## config.mk

```make
export PLATFORM = sky130hd
export DESIGN_NAME = imm_ext_arbiter
export DESIGN_NICKNAME = d
export VERILOG_FILES = /design/src/rtl/imm_ext_pkg.sv /design/src/rtl/imm_ext_arbiter_extend.sv /design/src/rtl/imm_ext_arbiter.sv
export SDC_FILE = /design/constraint.sdc
export NUM_CORES = 1
export LEC_CHECK = 0
export ABC_CLOCK_PERIOD_IN_PS = 2200
export BUFFER_PORTS_ARGS = -buffer_cell sky130_fd_sc_hd__buf_4
export CAP_MARGIN = 30
export CORE_ASPECT_RATIO = 1.25
export CORE_MARGIN = 4
export CORE_UTILIZATION = 48
export CTS_CLUSTER_DIAMETER = 40
export DETAILED_ROUTE_END_ITERATION = 8
export GPL_ROUTABILITY_DRIVEN = 0
export PLACE_DENSITY = 0.75
export SKIP_CTS_REPAIR_TIMING = 1
export SLEW_MARGIN = 20
export SYNTH_ARGS = -nofsm -noshare
export SYNTH_HDL_FRONTEND = slang
export SYNTH_HIERARCHICAL = 1
export SYNTH_SLANG_ARGS = --single-unit
```

## constraint.sdc

```tcl
create_clock -name Clk -period 2.2 [get_ports Clk]
set_input_delay 0 -clock Clk [delete_from_list [all_inputs] [get_ports Clk]]
set_output_delay 0 -clock Clk [all_outputs]
set_load 0.03 [all_outputs]
```

## src/rtl/imm_ext_pkg.sv

```systemverilog
// Shared constants for the immediate-extension arbiter: Ctrl format encodings,
// the IW shift granularity and the round-robin pointer encoding.
package imm_ext_pkg;

  typedef enum logic [2:0] {
    CTRL_I  = 3'b000,
    CTRL_D  = 3'b001,
    CTRL_B  = 3'b010,
    CTRL_CB = 3'b011,
    CTRL_IW = 3'b100
  } imm_ctrl_e;

  localparam int unsigned IW_SHIFT_UNIT = 16;

  typedef enum logic {
    PTR_A = 1'b0,
    PTR_B = 1'b1
  } rr_ptr_e;

  // IW places its 16-bit field in one of four halfword lanes.
  function automatic logic [5:0] iw_shamt(input logic [1:0] lane);
    return 6'(IW_SHIFT_UNIT * int'(lane));
  endfunction

endpackage

```

## src/rtl/imm_ext_arbiter_extend.sv

```systemverilog
// Combinational immediate extension: 26-bit instruction field plus 3-bit
// format select produce a 64-bit sign- or zero-extended immediate.
module imm_extend
  import imm_ext_pkg::*;
(
  input  logic [25:0] imm,
  input  logic [2:0]  ctrl,
  output logic [63:0] ext
);

  always_comb begin
    ext = '0;
    if (ctrl[2]) begin
      // Any Ctrl with the top bit set is the wide-immediate format.
      ext = {48'b0, imm[20:5]} << iw_shamt(imm[22:21]);
    end else begin
      case (ctrl)
        CTRL_I:  ext = {{52{imm[21]}}, imm[21:10]};
        CTRL_D:  ext = {{55{imm[20]}}, imm[20:12]};
        CTRL_B:  ext = {{38{imm[25]}}, imm[25:0]};
        CTRL_CB: ext = {{45{imm[23]}}, imm[23:5]};
        default: ext = '0;
      endcase
    end
  end

endmodule

```

## src/rtl/imm_ext_arbiter.sv

```systemverilog
// Two-requester round-robin arbiter in front of one shared immediate extender;
// results are registered per requester. Optional stall counters: IMM_EXT_STALL_CNT_EN.
module imm_ext_arbiter
  import imm_ext_pkg::*;
(
  input  logic        Clk,
  input  logic        Reset,
  input  logic        ReqA,
  input  logic [25:0] ImmA,
  input  logic [2:0]  CtrlA,
  output logic        GntA,
  output logic        RspValidA,
  output logic [63:0] BusImmA,
  input  logic        ReqB,
  input  logic [25:0] ImmB,
  input  logic [2:0]  CtrlB,
  output logic        GntB,
  output logic        RspValidB,
  output logic [63:0] BusImmB
`ifdef IMM_EXT_STALL_CNT_EN
  ,
  output logic [15:0] StallCntA,
  output logic [15:0] StallCntB
`endif
);

  rr_ptr_e     ptr_q, ptr_d;
  logic        gnt_a, gnt_b;
  logic [25:0] sel_imm;
  logic [2:0]  sel_ctrl;
  logic [63:0] ext_imm;
  logic        rsp_valid_a_q, rsp_valid_a_d, rsp_valid_b_q, rsp_valid_b_d;
  logic [63:0] bus_imm_a_q, bus_imm_a_d, bus_imm_b_q, bus_imm_b_d;

  // A lone requester always wins; the pointer only breaks ties.
  always_comb begin
    gnt_a = ~Reset & ReqA & (~ReqB | (ptr_q == PTR_A));
    gnt_b = ~Reset & ReqB & (~ReqA | (ptr_q == PTR_B));
    ptr_d = ptr_q;
    if (ReqA && ReqB) begin
      ptr_d = gnt_a ? PTR_B : PTR_A;
    end
  end

  always_comb begin
    sel_imm  = gnt_b ? ImmB  : ImmA;
    sel_ctrl = gnt_b ? CtrlB : CtrlA;
  end

  imm_extend u_extend (
    .imm  (sel_imm),
    .ctrl (sel_ctrl),
    .ext  (ext_imm)
  );

  always_comb begin
    rsp_valid_a_d = gnt_a;
    rsp_valid_b_d = gnt_b;
    bus_imm_a_d   = gnt_a ? ext_imm : bus_imm_a_q;
    bus_imm_b_d   = gnt_b ? ext_imm : bus_imm_b_q;
  end

  always_ff @(posedge Clk) begin
    if (Reset) begin
      ptr_q         <= PTR_A;
      rsp_valid_a_q <= 1'b0;
      rsp_valid_b_q <= 1'b0;
      bus_imm_a_q   <= '0;
      bus_imm_b_q   <= '0;
    end else begin
      ptr_q         <= ptr_d;
      rsp_valid_a_q <= rsp_valid_a_d;
      rsp_valid_b_q <= rsp_valid_b_d;
      bus_imm_a_q   <= bus_imm_a_d;
      bus_imm_b_q   <= bus_imm_b_d;
    end
  end

  // Outputs read as idle for the whole reset assertion, including its first cycle.
  always_comb begin
    GntA      = gnt_a;
    GntB      = gnt_b;
    RspValidA = rsp_valid_a_q & ~Reset;
    RspValidB = rsp_valid_b_q & ~Reset;
    BusImmA   = Reset ? 64'h0 : bus_imm_a_q;
    BusImmB   = Reset ? 64'h0 : bus_imm_b_q;
  end

`ifdef IMM_EXT_STALL_CNT_EN
  logic [15:0] stall_cnt_a_q, stall_cnt_a_d, stall_cnt_b_q, stall_cnt_b_d;

  always_comb begin
    stall_cnt_a_d = stall_cnt_a_q;
    stall_cnt_b_d = stall_cnt_b_q;
    if (ReqA && !gnt_a && stall_cnt_a_q != 16'hFFFF) stall_cnt_a_d = stall_cnt_a_q + 16'd1;
    if (ReqB && !gnt_b && stall_cnt_b_q != 16'hFFFF) stall_cnt_b_d = stall_cnt_b_q + 16'd1;
  end

  always_ff @(posedge Clk) begin
    if (Reset) begin
      stall_cnt_a_q <= '0;
      stall_cnt_b_q <= '0;
    end else begin
      stall_cnt_a_q <= stall_cnt_a_d;
      stall_cnt_b_q <= stall_cnt_b_d;
    end
  end

  assign StallCntA = stall_cnt_a_q;
  assign StallCntB = stall_cnt_b_q;
`endif

endmodule
```

==> results by group, run 1 <==
Clock tree
  • Clock H-tree levels: 4
  • TritonCTS Buffers: 17
  • Clock transition at the registers of the reported paths: approximately 0.06 ns
  • CTS Buffer Depth: 2
  • Worst skew pair latency: 0.41 ns
  • Root Buffer Master: clkbuf_16
  • Num Clock Sinks: roughly 130
  • CTS tree: yes

Detailed routing
  • Final ANT Viol Nets: 0
  • WL final: about 21000 um
  • Via Count: between 6000 and 7000
  • Drt drc: 0
  • Initial DRT Pass Iterations: 5
  • Wire per inst: 17.2 um
  • Initial DRC Count: between 400 and 500
  • DR vias/cell: around 5.2

Finish
  • Diode count: 0
  • Fillers: around 1200
  • Proportion of layout cells with a drive suffix above 1: 39.3%
  • Final instance area: 9890 um2
  • Post-Layout Cell Count: 1218
  • NumNets Final: between 1000 and 1500
  • Layout area overhead: 36.3%

Floorplan
  • I/O Pins: ~190
  • Number of core rows: 50
  • Die height: about 150 um
  • Die area: approximately 17000 um2
  • Core area: around 15000 um2
  • DIE WIDTH: approximately 120 um
  • Starting density of the core: 48.7%

Synth
  • Area leader, netlist: dfxtp_1
  • Post-Syn Instances: 817
  • Top cells by area, synth: dfxtp_1, nor2b_1, mux2_4
  • Top-area cell type share of the netlist area: between 30% and 40%
  • Yosys warnings: 6
  • Flops & latches, synth: roughly 130
  • Async S/R FF share, synth: 0%
  • Post-synth EDFFs: 0
  • Seq/Total Area, Yosys: 36.1%
  • Net Count, Synth: approximately 880
  • Mapped cell area: ~7300 um2
  • Synth cell types: 36
  • Most common library cells after synthesis: nand2_1, nor2b_1, dfxtp_1, mux2_4, mux2_2
  • Mean Syn Cell Area: roughly 9 um2
  • Count leader, synth: nand2_1
  • Synth Flop Type: dfxtp_1

Outcome
  • Violated checks: setup timing
  • Status: complete, but fails checks

Global route
  • Global-route wire length before repair: approximately 32000 um
  • Vias in the first global route: between 6000 and 7000
  • Largest net degree at the start of global routing: 198
  • Total GRT Usage: 23.5%
  • Total gr overflow: 0
  • Initial antenna violation count: 0

Pwr
  • Pleak: approximately 5 nW
  • Worst vdd ir: 0.409 mV
  • Pwr dens: about 700 nW/um2

Worst setup path
  • Worst setup EP type: register
  • Critical Path, Cell by Cell: nand2b_4 > nand2_8 > buf_12 > mux2_4 > mux2i_4 > buf_4 > nor2_4 > a221o_1 > nor2b_1 > mux2_4
  • Worst Path Buf+Inv: 2
  • Worst Path Required: between 2 and 3 ns
  • Worst setup SP type: register
  • CP dominant cell by count: mux2_4
  • Worst path arrival time: between 2 and 3 ns
  • Kind of cell adding the most delay to the critical path: multiplexers
  • Max incr delay on CP: approximately 0.34 ns
  • Critical Path Fanout Max: 9
  • Crit Path Class: register to register
  • Slowest-stage cell, CP: mux2_4

STA
  • Post-route setup slack: -0.144 ns
  • Final Max Tran Viols: 0
  • Final hold vios: 0
  • Final Setup Violations: 52
  • Worst hold margin: 0.122 ns
  • Final worst-path cycle share: 107%
  • Relative slew slack: 42.2%
  • Unrepaired setup endpoints after global routing: true
  • Worst Tran Pin Value: 0.867 ns
  • Worst Skew: about 0.0057 ns
  • Minimum clock period: approximately 2.3 ns
  • Fmax: 0.427 GHz

Place
  • Placed insts: between 1000 and 1500
  • Buffers on Ports: slightly below 200
  • Post-detail-place hpwl: between 10000 and 15000 um
  • Placement-stage cell area: ~9200 um2
  • DP Worst Slack: -0.197 ns

Flow run
  • Max-capacitance violation count: 0

Hold path
  • Hold Path Class: input port to register
## sequential cells by signal, summed over array words and instances, names as in the netlist
| name | cells |
|---|---|
| bus_imm_a_q | 64 |
| bus_imm_b_q | 64 |
| rsp_valid_a_q | 1 |
| rsp_valid_b_q | 1 |
| ptr_q | 1 |
## final cells by class
cell class | count | area [um2] | share of cell area, %
multi-input cells | 597 | 4330 | 43.7
flip-flops and latches | 131 | 2620 | 26.5
repair buffers | 256 | 2080 | 21.0
clock buffers | 18 | 429 | 4.34
well taps | 182 | 228 | 2.30
clock inverters | 14 | 131 | 1.33
inverters | 20 | 75.1 | 0.759
## worst register-to-register path, delay by kind of cell, from the launching register on
kind | cells | cell delay, ns
muxes | 3 | 0.87
buffers and inverters | 2 | 0.33
and+or+nand+nor | 4 | 0.44
AOI/OAI and AO/OA | 1 | 0.27
DFF | 1 | 0.32
## power breakdown
group          switching [mW]  internal [mW]
sequential             0.0299           2.53
combinational           0.888          0.798
clock                    1.12           1.57
total                    2.04           4.90
## kinds of logic after synthesis
group | count (synthesis) | share of synthesized area [%]
buffers and inverters | 89 | 7.05
AND/OR/NAND/NOR | 382 | 27.7
AO/OA/AOI/OAI | 107 | 10.6
multiplexers | 107 | 18.4
flip-flops | 131 | 36.1
XOR/XNOR | 1 | 0.121
## cells in the final DEF, fill, tap and decap left out, types with 6 or more instances in the layout
| cell type | instances |
|---|---|
| a21o_1 | 41 |
| buf_12 | 10 |
| clkbuf_16 | 18 |
| and2b_1 | 12 |
| dfxtp_1 | 130 |
| a221o_1 | 16 |
| a22oi_1 | 6 |
| o21ai_1 | 13 |
| mux2_4 | 55 |
| nor2b_2 | 7 |
| o21ai_0 | 11 |
| inv_1 | 20 |
| nor2b_1 | 142 |
| mux2_2 | 30 |
| buf_4 | 241 |
| nand2_1 | 161 |
| mux2i_1 | 20 |
| nand2b_1 | 34 |
## path summary, 6_finish.rpt
kind              slack, ns                         start                      endpoint  depth (start not counted)
setup / recovery      -0.14            ptr_q$_SDFFE_PP0P_  bus_imm_b_q[23]$_SDFFE_PP0P_                         10
hold / removal         0.12                          ReqA   bus_imm_a_q[7]$_SDFFE_PP0P_                          4
setup reg to reg      -0.14            ptr_q$_SDFFE_PP0P_  bus_imm_b_q[23]$_SDFFE_PP0P_                         10
hold reg to reg        0.49  bus_imm_b_q[53]$_SDFFE_PP0P_  bus_imm_b_q[53]$_SDFFE_PP0P_                          2
## stage by stage
step	TNS, ns	power [mW]	util [%]
2_1_floorplan	-1.29	3.72	-
3_3_place_gp	-5.11	4.21	61.5
3_5_place_dp	-8.75	4.24	61.5
4_1_cts	-12.08	6.92	65.3
5_1_grt	-11.82	7.21	66.4
6_report	-3.91	6.93	66.4
## metal layers
metal / vias to the layer above / routed length [um] / global-route usage, %
li1: 3085 / - / -
met1: 2971 / 8670 / 28.2
met2: 184 / 10600 / 40.5
met3: 35 / 1200 / 5.48
met4: 0 / 537 / 9.56
met5: - / 0 / 0
(Power assumes the default switching activity.)
==> inputs of run 2 (changes only) <==
--- a/config.mk
+++ b/config.mk
@@ -11,10 +11,10 @@
 export CORE_ASPECT_RATIO = 1.25
 export CORE_MARGIN = 4
 export CORE_UTILIZATION = 48
-export CTS_CLUSTER_DIAMETER = 40
 export DETAILED_ROUTE_END_ITERATION = 8
 export GPL_ROUTABILITY_DRIVEN = 0
 export PLACE_DENSITY = 0.75
+export REMOVE_ABC_BUFFERS = 1
 export SKIP_CTS_REPAIR_TIMING = 1
 export SLEW_MARGIN = 20
 export SYNTH_ARGS = -nofsm -noshare
==> run 2 against run 1 <==
- the run still ends with setup timing left
- critical path depth grew 1
- cell area rose by 0.58%
- first-iteration DRC count decreased by 13%
- sequential power barely moved
- critical endpoint is now bus_imm_b_q[4]$_SDFFE_PP0P_
==> results by group, run 2 (synthesized netlist as in run 1, its figures left out) <==
Outcome
  • Status: complete, but fails checks
  • Violated checks: setup timing

Finish
  • NumNets Final: 1098
  • Multi-input logic area: 4340 um2
  • Layout area overhead: 37.1%
  • Most common cell after layout, fill and taps aside: buf_4
  • Proportion of layout cells with a drive suffix above 1: 39.3%
  • Register Area: 2620 um2
  • Diode count: 0
  • Post-Layout Cell Count: about 1200
  • Top Registers: bus_imm_a_q x64, bus_imm_b_q x64
  • Most frequent cells in the layout: buf_4, nand2_1, nor2b_1
  • Fillers: between 1000 and 1500

Global route
  • Met2 Track Usage GR: 38.2%
  • Global-route wire length before repair: 31500 um
  • Initial antenna violation count: 0
  • Vias in the first global route: around 6000
  • Busiest grt layer: met2
  • Total GRT Usage: ~22%
  • Total gr overflow: 0
  • Met3 Use GR: 4.51%
  • Met1 Use GR: around 28%
  • Largest net degree at the start of global routing: 198

STA
  • Final worst-path cycle share: 108%
  • Unrepaired setup endpoints after global routing: true
  • Fmax: ~0.42 GHz
  • Worst Skew: between 0.01 and 0.015 ns
  • Relative slew slack: approximately 45%
  • Worst hold margin: roughly 0.10 ns
  • Final setup TNS: -8.54 ns
  • Post-route setup slack: -0.179 ns
  • Worst Tran Pin Value: between 0.8 and 0.9 ns
  • Final hold vios: 0
  • Minimum clock period: 2.38 ns
  • Final Max Tran Viols: 0
  • Final Setup Violations: between 90 and 100

Floorplan
  • Die height: about 150 um
  • I/O Pins: around 190
  • Number of core rows: 50
  • Starting density of the core: between 40% and 50%
  • Die area: roughly 17000 um2
  • DIE WIDTH: approximately 120 um
  • Core area: about 15000 um2

Detailed routing
  • Initial DRC Count: 386
  • Via Count: 6285
  • Drt drc: 0
  • DR vias/cell: around 5.1
  • Initial DRT Pass Iterations: 4
  • Wire per inst: 16.6 um
  • Final ANT Viol Nets: 0
  • WL final: around 20000 um

Worst setup path
  • Worst setup EP type: register
  • Critical Path, Cell by Cell: nand2b_4 > nand2_4 > buf_6 > buf_12 > buf_12 > mux2_2 > mux2_2 > a21oi_1 > o21ai_0 > nor2b_1 > mux2_4
  • RR Startpoint: ptr_q$_SDFFE_PP0P_
  • Worst Path Required: ~2.5 ns
  • Slowest-stage cell, CP: mux2_2
  • Max incr delay on CP: about 0.35 ns
  • Critical Path Fanout Max: 9
  • Worst Path Buf+Inv: 3
  • Worst setup SP type: register
  • Crit Path Class: register to register
  • Worst path arrival time: 2.67 ns
  • Setup crit start: ptr_q$_SDFFE_PP0P_
  • Kind of cell adding the most delay to the critical path: multiplexers

Place
  • Post-detail-place hpwl: between 10000 and 15000 um
  • Placed insts: approximately 1200
  • Buffers on Ports: 193

Clock tree
  • TritonCTS Buffers: 17
  • Num Clock Sinks: 131
  • CTS Buffer Depth: 2
  • Root Buffer Master: clkbuf_16
  • CTS tree: yes
  • Clock transition at the registers of the reported paths: roughly 0.060 ns
  • Worst skew pair latency: about 0.4 ns
  • Clock H-tree levels: 4

Pwr
  • Total Power: around 6.8 mW
  • Pleak: just over 5 nW
  • Pwr dens: approximately 680 nW/um2
  • Worst vdd ir: 0.371 mV

Hold path
  • Hold_sp: ReqA
  • Hold Path Class: input port to register

Flow run
  • Max-capacitance violation count: 0
[run 2: cell types whose count changed in the layout (fill, tap and decap cells not counted), moves of 3 or more]
cell | previous run | this run
buf_4 | 241 | 250
mux2_2 | 30 | 22
mux2_4 | 55 | 63
buf_6 | 3 | 10
nor2b_2 | 7 | 3
o21ai_1 | 13 | 17
clkbuf_8 | 0 | 3
inv_6 | 4 | 1
nor2b_1 | 142 | 145
o21ai_0 | 11 | 8
[run 2: final cells by class]
cell class | count | share of cell area [%]
multi-input cells | 597 | 43.6
flip-flops and latches | 131 | 26.4
repair buffers | 269 | 21.7
clock buffers | 22 | 4.77
well taps | 182 | 2.29
inverters | 20 | 0.754
clock inverters | 8 | 0.553
[run 2: metal layers]
metal | up-vias | wire length (um)
li1 | 3114 | -
met1 | 2941 | 8540
met2 | 197 | 10400
met3 | 33 | 1090
met4 | 0 | 369
met5 | - | 0
[run 2: worst paths after layout]
path                            slack, ns                            to  cells after the start
worst min-delay path                 0.10   bus_imm_a_q[2]$_SDFFE_PP0P_                      4
worst max-delay path                -0.18   bus_imm_b_q[4]$_SDFFE_PP0P_                     11
worst min register to register       0.48  bus_imm_b_q[49]$_SDFFE_PP0P_                      2
worst max register to register      -0.18   bus_imm_b_q[4]$_SDFFE_PP0P_                     11
[run 2: power by group]
group          total, mW  leakage, nW  internal (mW)  switching, mW
clock               2.53        0.254           1.51           1.01
sequential          2.56         1.07           2.53         0.0297
combinational       1.70         3.75          0.821          0.883
total               6.80         5.07           4.87           1.93
[run 2: metrics by stage]
step	setup slack, ns	utilization, %	cell area, um2
global route	-0.247	66.8	9950
CTS	-0.360	64.6	9620
floorplan	-1.22	-	6820
global placement	-0.245	61.1	9090
detailed placement	-0.303	61.1	9090
finish	-0.179	66.8	9950
[run 2: worst reg2reg max path, cell delays in order (launching register included)]
cell and delay [ns]:
dfxtp_2 0.31, nand2b_4 0.14, nand2_4 0.10, buf_6 0.13
buf_12 0.15, buf_12 0.14, mux2_2 0.35, mux2_2 0.26
a21oi_1 0.13, o21ai_0 0.10, nor2b_1 0.16, mux2_4 0.29
==> inputs of run 3 (changes only) <==
==> constraint.sdc (replaced) <==
create_clock -name Clk -period 2.2 [get_ports Clk]
set_input_delay 0.22 -clock Clk [delete_from_list [all_inputs] [get_ports Clk]]
set_output_delay 0.22 -clock Clk [all_outputs]
set_load 0.03 [all_outputs]
==> run 3 against run 2 <==
- the run still ends with setup timing left
- die area unchanged
- routed wire length increased by 8.8%
- clock-buffer cell count decreased by 4
- utilization increased by 2.0 points
- non-clock buffer count increased by 10
- register-to-register slack got worse by 0.12 ns
- sequential power about the same
- fmax decreased by 4.8%
- critical path depth increased by 1
- worst hold slack improved by 0.11 ns
- largest cell class unchanged
==> results by group, run 3 (synthesized netlist as in run 1, its figures left out) <==
Detailed routing
  • Wire per inst: roughly 18 um
  • WL final: 22100 um
  • Initial DRT Pass Iterations: 4
  • DR vias/cell: 5.18
  • Final ANT Viol Nets: 0
  • Initial DRC Count: roughly 450
  • Via Count: between 6000 and 7000
  • Drt drc: 0

Finish
  • Fillers: 1181
  • Post-Layout Cell Count: 1241
  • Post-layout util: between 60 and 70%
  • Most common cell after layout, fill and taps aside: buf_4
  • NumNets Final: between 1000 and 1500
  • Top Registers: bus_imm_a_q x64, bus_imm_b_q x64
  • Diode count: 0
  • Proportion of layout cells with a drive suffix above 1: between 40% and 50%
  • Layout area overhead: 41.1%
  • Most frequent cells in the layout: buf_4, nand2_1, nor2b_1
  • Final instance area: approximately 10000 um2

Clock tree
  • Clock transition at the registers of the reported paths: 0.06 ns
  • Root Buffer Master: clkbuf_16
  • TritonCTS Buffers: 17
  • Clock H-tree levels: 4
  • Num Clock Sinks: 131
  • Worst skew pair latency: 0.42 ns
  • CTS tree: yes
  • CTS Buffer Depth: 2

Pwr
  • P_int: 5.24 mW
  • Clock network power share: between 40% and 50%
  • Pwr dens: between 700 and 800 nW/um2
  • Worst vdd ir: 0.537 mV
  • Pleak: about 5.2 nW
  • Flop pwr share: 35.0%
  • Switching part of the total: between 20 and 30%
  • Comb power frac: 24.8%
  • P_sw: around 2.1 mW

Outcome
  • Status: complete, but fails checks
  • Violated checks: setup timing

Place
  • Buffers on Ports: around 190
  • Placed insts: 1185
  • Post-detail-place hpwl: 14500 um
  • Placement-stage cell area: approximately 9100 um2

Global route
  • Vias in the first global route: ~6300
  • Largest net degree at the start of global routing: 196
  • Total GRT Usage: 23.5%
  • Total gr overflow: 0
  • Global-route wire length before repair: 32600 um
  • Initial antenna violation count: 0

Hold path
  • Hold Path Class: input port to register
  • WHS Endpoint: bus_imm_a_q[1]$_SDFFE_PP0P_
  • Hold_sp: Reset
  • Hold Path Cell Cnt: 5

STA
  • Fmax: 0.400 GHz
  • Minimum clock period: roughly 2.5 ns
  • Final hold vios: 0
  • Final Setup Violations: roughly 130
  • Worst Skew: ~0.0066 ns
  • Post-route setup slack: -0.299 ns
  • Final worst-path cycle share: 114%
  • Worst Tran Pin Value: between 0.8 and 0.9 ns
  • Unrepaired setup endpoints after global routing: true
  • Relative slew slack: between 40% and 50%
  • Final Max Tran Viols: 0

Worst setup path
  • Reg2reg path depth: 12
  • Critical Path Fanout Max: 6
  • R2R setup slack: -0.30 ns
  • Worst path arrival time: 2.81 ns
  • Worst setup EP type: register
  • Crit Path Class: register to register
  • RR Startpoint: ptr_q$_SDFFE_PP0P_
  • Capture point of the worst reg-to-reg path: bus_imm_b_q[28]$_SDFFE_PP0P_
  • Worst Path Required: 2.51 ns
  • Worst setup SP type: register

Floorplan
  • I/O Pins: about 190
  • Number of core rows: 50
  • Starting density of the core: 48.7%
  • Die area: between 15000 and 20000 um2
  • DIE WIDTH: roughly 120 um
  • Die height: roughly 150 um
  • Core area: ~15000 um2

Flow run
  • Max-capacitance violation count: 0
==> run 3: power by group through the flow <==
stage | clock network [mW] | logic (mW) | registers (mW)
final | 2.94 | 1.82 | 2.56
after global routing | 3.08 | 1.92 | 2.58
after CTS | 2.97 | 1.61 | 2.56
after detailed placement | 0 | 1.59 | 2.61
after global placement | 0 | 1.58 | 2.61
after floorplan | 0 | 0.956 | 2.60
==> run 3: metrics by stage <==
stage	power [mW]	TNS, ns	setup WS [ns]	hold WS [ns]
after floorplan	3.56	-129.68	-1.22	0.292
after global placement	4.18	-24.87	-0.326	0.435
after detailed placement	4.20	-30.07	-0.384	0.429
after CTS	7.14	-29.89	-0.380	-0.0168
after global routing	7.58	-32.98	-0.385	0.216
final	7.32	-20.57	-0.299	0.212
==> run 3: metal layers <==
| metal | vias up | track usage, % | wire (um) |
|---|---|---|---|
| met5 | - | 0 | 0 |
| met4 | 0 | 10.1 | 651 |
| met3 | 47 | 5.44 | 1210 |
| met2 | 239 | 40.0 | 11300 |
| met1 | 3012 | 28.3 | 8990 |
| li1 | 3136 | - | - |
==> run 3: cell type report <==
| class | count | area, um2 | area share (%) |
|---|---|---|---|
| clock buffer | 18 | 439 | 4.29 |
| timing repair buffer | 279 | 2340 | 22.8 |
| multi-input combinational | 597 | 4370 | 42.7 |
| tap | 182 | 228 | 2.22 |
| clock inverter | 14 | 173 | 1.69 |
| sequential | 131 | 2620 | 25.6 |
| inverter | 20 | 75.1 | 0.733 |
==> run 3: critical path, stage by stage, from the launching register on <==
cell and delay, ns:
dfxtp_2 0.33, nand2b_4 0.15, nand2_8 0.08, buf_12 0.16
mux2_4 0.32, mux2i_1 0.20, buf_4 0.18, o22ai_4 0.08
buf_12 0.15, clkbuf_16 0.15, a21o_1 0.15, nor2b_2 0.15
mux2_4 0.28
==> run 3: worst max-delay path by stage <==
stage          slack [ns]  depth (start not counted)               start                           end
5_1_grt             -0.38                         12  ptr_q$_SDFFE_PP0P_  bus_imm_b_q[25]$_SDFFE_PP0P_
4_1_cts             -0.38                          8  ptr_q$_SDFFE_PP0P_  bus_imm_b_q[16]$_SDFFE_PP0P_
3_5_place_dp        -0.38                          9                ReqB  bus_imm_b_q[16]$_SDFFE_PP0P_
2_1_floorplan       -1.22                          9  ptr_q$_SDFFE_PP0P_  bus_imm_a_q[25]$_SDFFE_PP0P_
6_report            -0.30                         12  ptr_q$_SDFFE_PP0P_  bus_imm_b_q[28]$_SDFFE_PP0P_
3_3_place_gp        -0.33                          9                ReqB  bus_imm_b_q[16]$_SDFFE_PP0P_
